<file path="src/rtl/sevenseg_capture.sv">
// sevenseg_capture: decodes a multiplexed seven-segment scan back into published frames
//   clk, rst (async, active-high)
//   anode_l[7:0], segs_l[6:0] (bit0=a..bit6=g), dp_l : active-low display lines
//   clear        : synchronous clear of sticky seg_err/multi_err
//   digits[31:0], blank[7:0], dpmask[7:0], frame_valid : frame published once per FRAME_CYC
//   seg_err, multi_err : sticky error flags
//   changed      : pulses with frame_valid when the frame differs from the previous one
//                  (only with SEVENSEG_CAPTURE_CHANGE_EN defined, else tied to 0)
module sevenseg_capture #(
  parameter int STABLE_CYC = 1,
  parameter int FRAME_CYC  = 8
) (
  input  logic        clk,
  input  logic        rst,
  input  logic [7:0]  anode_l,
  input  logic [6:0]  segs_l,
  input  logic        dp_l,
  input  logic        clear,
  output logic [31:0] digits,
  output logic [7:0]  blank,
  output logic [7:0]  dpmask,
  output logic        frame_valid,
  output logic        seg_err,
  output logic        multi_err,
  output logic        changed
);
  localparam logic [3:0] SC = 4'(STABLE_CYC);
  localparam logic [7:0] FL = 8'(FRAME_CYC - 1);

  function automatic logic [4:0] decode(input logic [6:0] p);
    case (p)
      7'h3F: decode = 5'h10;
      7'h06: decode = 5'h11;
      7'h5B: decode = 5'h12;
      7'h4F: decode = 5'h13;
      7'h66: decode = 5'h14;
      7'h6D: decode = 5'h15;
      7'h7D: decode = 5'h16;
      7'h07: decode = 5'h17;
      7'h7F: decode = 5'h18;
      7'h6F: decode = 5'h19;
      7'h77: decode = 5'h1A;
      7'h7C: decode = 5'h1B;
      7'h39: decode = 5'h1C;
      7'h5E: decode = 5'h1D;
      7'h79: decode = 5'h1E;
      7'h71: decode = 5'h1F;
      default: decode = 5'h00;
    endcase
  endfunction

  logic [15:0] in_w, s;
  logic [3:0]  run;
  logic        done;
  logic [7:0]  cnt;
  logic [7:0]  seen, dps, n_seen, n_dp, an;
  logic [31:0] dig, n_dig;
  logic [4:0]  dec;
  logic        one, acc, pub;

  assign in_w = {anode_l, segs_l, dp_l};
  assign an   = ~s[15:8];
  assign one  = $onehot(an);
  // done blocks repeat accepts once the run counter saturates within one dwell
  assign acc  = (run == SC) && !done;
  assign pub  = cnt == FL;
  assign dec  = decode(~s[7:1]);

  // staging with the current accept merged, so a publish-cycle accept lands in the frame
  always_comb begin
    n_seen = seen;
    n_dp   = dps;
    n_dig  = dig;
    for (int i = 0; i < 8; i++)
      if (acc && one && an[i]) begin
        n_seen[i]       = 1'b1;
        n_dp[i]         = ~s[0];
        n_dig[4*i +: 4] = dec[3:0];
      end
  end

  always_ff @(posedge clk or posedge rst)
    if (rst) begin
      s           <= '0;
      run         <= '0;
      done        <= 1'b0;
      cnt         <= '0;
      seen        <= '0;
      dps         <= '0;
      dig         <= '0;
      digits      <= '0;
      blank       <= 8'hFF;
      dpmask      <= '0;
      frame_valid <= 1'b0;
      seg_err     <= 1'b0;
      multi_err   <= 1'b0;
    end else begin
      s           <= in_w;
      run         <= in_w != s ? 4'd1 : run == 4'd15 ? run : run + 4'd1;
      done        <= in_w != s ? 1'b0 : done | acc;
      cnt         <= pub ? 8'd0 : cnt + 8'd1;
      seen        <= pub ? 8'd0 : n_seen;
      dps         <= pub ? 8'd0 : n_dp;
      dig         <= pub ? 32'd0 : n_dig;
      frame_valid <= pub;
      seg_err     <= (acc && one && !dec[4]) || (seg_err && !clear);
      multi_err   <= (acc && |an && !one) || (multi_err && !clear);
      if (pub) begin
        digits <= n_dig;
        blank  <= ~n_seen;
        dpmask <= n_dp;
      end
    end

`ifdef SEVENSEG_CAPTURE_CHANGE_EN
  logic [47:0] prev;
  always_ff @(posedge clk or posedge rst)
    if (rst) begin
      prev    <= {32'd0, 8'hFF, 8'd0};
      changed <= 1'b0;
    end else begin
      changed <= pub && ({n_dig, ~n_seen, n_dp} != prev);
      if (pub) prev <= {n_dig, ~n_seen, n_dp};
    end
`else
  assign changed = 1'b0;
`endif
endmodule

</file>
<file path="config.mk">
export PLATFORM = sky130hd
export DESIGN_NAME = sevenseg_capture
export DESIGN_NICKNAME = d
export VERILOG_FILES = /design/src/rtl/sevenseg_capture.sv
export SDC_FILE = /design/constraint.sdc
export NUM_CORES = 1
export LEC_CHECK = 0
export CORE_MARGIN = 3
export CORE_UTILIZATION = 30
export DETAILED_ROUTE_END_ITERATION = 10
export PLACE_DENSITY = 0.48
export RECOVER_POWER = 100
export SYNTH_ARGS = -nofsm -noshare
export SYNTH_HDL_FRONTEND = slang
export SYNTH_SLANG_ARGS = --single-unit
</file>
<file path="constraint.sdc">
create_clock -name clk -period 5.45 [get_ports clk]
set_clock_uncertainty 0.2 [all_clocks]
set_input_delay 0.8175 -clock clk [delete_from_list [all_inputs] [get_ports clk]]
set_output_delay 0.8175 -clock clk [all_outputs]
set_load 0.005 [all_outputs]
</file>
## After elaboration in Yosys (flattened, before gate mapping)

Index checks and enable logic that the tools add are counted.

- Register bits after elaboration: 128
- Output and inout bits: 52
- Bits of input ports: 19
- Logic and storage cells: 103

- Equal/unequal tests: 22
- Mux-type cells: 32
- $add $sub $neg: 9
- Reduce and logical (&&, ||, !) cells: 22
- Bitwise operators: 5

Operator list:

| cell | count |
|---|---|
| $eq 7x7->1 const B | 12 |
| $pmux 5 s16 | 1 |
| $mux 4 | 10 |
| $mux 32 | 1 |
| $mux 8 | 3 |
| $mux 1 | 17 |
| $ne 16x16->1 | 1 |
| $not 8->8 | 2 |
| $logic_and 1x1->1 | 15 |
| $eq 7x3->1 const B | 2 |
| $eq 7x6->1 const B | 2 |
| $add 1x1->2 | 4 |
| $add 8x1->8 const B | 1 |
| $eq 4x1->1 const B | 2 |
| $eq 8x3->1 const B | 1 |
| $reduce_or 8->1 | 1 |
| $not 7->7 | 1 |
| $add 2x2->3 | 2 |
| $add 3x3->4 | 1 |
| $add 4x1->4 const B | 1 |
| $eq 4x4->1 const B | 1 |
| $logic_not 1->1 | 4 |
| $logic_or 1x1->1 | 2 |
| $ne 2x1->1 const B | 1 |
| other kinds (2) | 2 |

## Depth between registers and ports, before layout

- Depth in word-level cells: 9
- Gate-level depth with buffers: 13
- Mapped depth without buffers: 11

## Least setup slack after synthesis

No wires, ideal clock.

- Path type: reg2reg
- From: reg s[8]
- To: reg dpmask[0]
- Clock period less this slack: 4.176 ns
- Arrival: 3.894 ns
- Buffers on the path: 1
- Slack: 1.274 ns
- Setup time: 0.082 ns
- Stages on the path, launching flop included: 13
- Required time: 5.168 ns
- Cells stage by stage: dfrtp_1 > fa_1 > inv_1 > fa_1 > fa_1 > ha_1 > inv_1 > fa_1 > nand4b_1 > o21a_1 > buf_2 > or4_1 > a31oi_1

- Word-level cells in the longest chain between the ends: 8

RTL lines:

| what | line | RTL |
|---|---|---|
| from (decl) | 52 | `logic [15:0] in_w, s;` |
| from (signal assigned) | 98 | `s <= in_w;` |
| $not 8->8 * | 62 | `assign an = ~s[15:8];` |
| $add 1x1->2 (not written as such) | 63 | `assign one = $onehot(an);` |
| $add 2x2->3 (not written as such) | 63 |  |
| $add 3x3->4 (not written as such) | 63 |  |
| $eq 4x1->1 | 63 |  |
| $logic_and 1x1->1 | 75 | `if (acc && one && an[i]) begin` |
| $logic_and 1x1->1 * | 75 |  |
| $mux 1 * | 75 |  |
| to (signal assigned) | 111 | `dpmask <= n_dp;` |
| to (decl) | 21 | `output logic [7:0] dpmask,` |

Every way passes the cells marked *; elsewhere a longest branch is shown, timed or not.
A chain may end at the register's enable or synchronous reset.

## Worst setup path after layout

- From: reg s[11]
- To: reg dig[13]

- Word-level cells in the longest chain between the ends: 9

RTL lines:

| what | line | RTL |
|---|---|---|
| $not 8->8 * | 62 |  |
| $add 1x1->2 (not written as such) | 63 |  |
| $add 2x2->3 (not written as such) | 63 |  |
| $add 3x3->4 (not written as such) | 63 |  |
| $eq 4x1->1 | 63 |  |
| $logic_and 1x1->1 | 75 |  |
| $logic_and 1x1->1 * | 75 |  |
| $mux 4 * | 75 |  |
| $mux 32 * | 104 | `dig <= pub ? 32'd0 : n_dig;` |
| to (signal assigned) | 104 |  |
| to (decl) | 57 | `logic [31:0] dig, n_dig;` |

Marked as above.

==> impl_results.md <==
- Largest cells by area after synthesis: dfrtp_1 49%, o211ai_1 7.7%, a21oi_1 3.5%
- Chip Height: 149 um
- DRC errors left: 0
- Post-layout min period: 4.87 ns
- Core Util, Final: 0.386
- Crit end category: flop
- Outcome: finished, violations left
- Final setup violating endpoints: 0
- FF-to-FF path depth: 12
- Postcts setup bufs: 0
- Leakage: 3.22 nW
- Post-synth ARST share: 1.00
- Violated checks: max-capacitance violations, max-slew violations
- Syn nets: 593
- Critical path startpoint category: flop
- WL per Instance: 18.1 um
- P&R area growth vs syn: 24.7%
- Yosys top cell area share: 0.491
- Sequential fraction of the synthesis area: 0.525
- Initial antenna violation count: 0
- Post-Syn Area: 6120 um2
- Worst Setup EP: dig[13]$_DFF_PP0_
- TritonCTS Buffers: 17
- Row Count: 51
- Reg-to-Reg Start: s[11]$_DFF_PP0_
- Peak supply drop: 0.209 mV
- Post-route design area: 7630 um2
- Critical Path Fanout Max: 47
- H-tree depth: 4
- Fin. Hold Viols: 0
- Period utilization: 0.894
- Global-route wire length before repair: 26,200 um
- R2r setup slk: 0.58 ns
- Die area: 22,100 um2
- Share of cells above drive strength 1: 0.100
- Ant diodes: 0
- Fin nets: 647
- PortBufs: 69
- Vias in the first global route: 4,756
- Initial DRC count: 283
- Setup TNS: 0 ns
- Post-route ant nets: 0
- Unique masters post-synth: 59
- WP data required: 5.54 ns
- # resized after CTS: 0
- First-pass detailed-route iteration total: 4
- Register bit total from synthesis: 128
- Post-synth top flop: dfrtp_1
- Filler Cell Count: 1,940
- Chip width: 149 um
- Post-DP HPWL: 10,900 um
- Vias/cell: 5.26
- Longest Clk Path Bufs: 2
- Final WL: 16,200 um
- Initial core utilization: 0.309
- Largest net degree at the start of global routing: 80
- Pwr/cell area: 440 nW/um2
- GRT overflow: 0
- Cell Area, Placed: 6990 um2
- Cell count after synthesis: 563
- Fin cells: 895
- Crit path from: s[11]$_DFF_PP0_
- # IOs: 71
- Slew Viols, Final: 172
- Max_cap viols: 3
- Count of flip-flops with a built-in enable after synthesis: 0
- Headroom to the max-slew limit: -0.570
- Dpl cells: 863
- Slew at the pin with the worst max-slew slack: 2.34 ns
- CTS tree: done
- GPL Wtd Cong: 0.766
- Crit path arrival time: 4.97 ns
- Global Route Usage Sum: 0.151
- Vias: 4,706
- Most common cell in the netlist: dfrtp_1
- Fmax: 0.205 GHz
- R2r endpoint: dig[13]$_DFF_PP0_
- Core area: 19,800 um2
- Syn Area/Cell: 10.9 um2
- Syn. warnings: 0
- RSZ-0062 raised after global routing: false
- Root Buffer: clkbuf_16
- HP Class: flop to flop
- Clk sink count: 128
- List of most frequent post-synthesis cells: 120 x dfrtp_1, 63 x o211ai_1, 51 x nand2_1
- Post-CTS Hold Fix Bufs: 0
- Post-synth top area cell: dfrtp_1
- Critical setup path kind: flop to flop
- Worst-skew pair later-pin latency: 0.41 ns
- CTS clock-pin slew for the worst setup and hold paths: 0.05 ns
==> worst min path at each step <==
stage / start / end / depth (start not counted)
after CTS: seen[2]$_DFF_PP0_ / blank[2]$_DFFE_PP1P_ / 1
after global routing: seen[4]$_DFF_PP0_ / blank[4]$_DFFE_PP1P_ / 1
after global placement: seen[1]$_DFF_PP0_ / blank[1]$_DFFE_PP1P_ / 1
after detailed placement: seen[2]$_DFF_PP0_ / blank[2]$_DFFE_PP1P_ / 1
after floorplan: seen[0]$_DFF_PP0_ / blank[0]$_DFFE_PP1P_ / 1
final: seen[2]$_DFF_PP0_ / blank[2]$_DFFE_PP1P_ / 1
==> sequential cells by signal, indices dropped and copies added, names as in the netlist, 4 cells and up <==
signal,cells
blank,8
cnt,8
seen,8
dps,8
s,16
dpmask,8
run,4
digits,32
dig,32
==> kinds of logic after synthesis <==
logic type,share of synthesized area
AOI/OAI and AO/OA,0.217
xor gates and xnor gates,0.0358
adders and majority gates,0.0274
buffers and inverters,0.0442
DFF,0.525
muxes,0.00164
other,0.000613
and+or+nand+nor,0.148
==> layout make-up <==
class,instances,area (um2),area share
Multi-Input combinational cell,378,2620,0.343
Timing Repair Buffer,76,728,0.0955
Sequential cell,128,3210,0.421
Clock buffer,21,470,0.0617
Inverter,16,62.6,0.00820
Clock inverter,11,208,0.0272
Tap cell,265,332,0.0435
==> worst max-delay path, cell delays in order (launching register included) <==
cell,delay (ns)
dfrtp_1,0.61
fa_1,0.49
inv_1,0.08
fa_1,0.43
fa_1,0.49
ha_1,0.16
inv_1,0.06
fa_1,0.46
nand4b_1,0.14
o21a_2,0.74
clkbuf_1,0.54
nor3_4,0.13
a211oi_1,0.22
==> layer usage <==
layer	share of wire	global-route usage	up-vias
met2	0.49	0.244	131
met4	0.023	0.0476	0
met5	0	0	-
met1	0.45	0.199	2354
met3	0.043	0.0407	22
li1	-	-	2199
==> cell usage in the layout (no fill, tap or decap), types with 8 or more instances in the layout <==
| master | count |
|---|---|
| nand3_1 | 15 |
| o21ai_0 | 16 |
| clkbuf_16 | 17 |
| a21oi_1 | 43 |
| dfrtp_1 | 120 |
| o211ai_1 | 63 |
| nor2_1 | 24 |
| a211oi_1 | 27 |
| nand2_1 | 51 |
| inv_1 | 14 |
| o21a_1 | 8 |
| xor2_1 | 18 |
| dlygate4sd3_1 | 67 |
| a31oi_1 | 9 |
| o31ai_1 | 8 |
==> report_power, final <==
group          switching, mW  internal, mW
logic                  0.368         0.376
registers              0.133          1.18
clock network          0.411         0.891
==> stage by stage <==
stage	hold slack [ns]	setup slack [ns]	power (mW)
floorplan	0.200	1.03	1.70
global placement	0.207	0.860	2.14
detailed placement	0.212	0.807	2.16
CTS	0.219	0.765	3.48
global route	0.237	0.250	3.54
finish	0.217	0.577	3.36
Power figures use the tool's default switching activity.
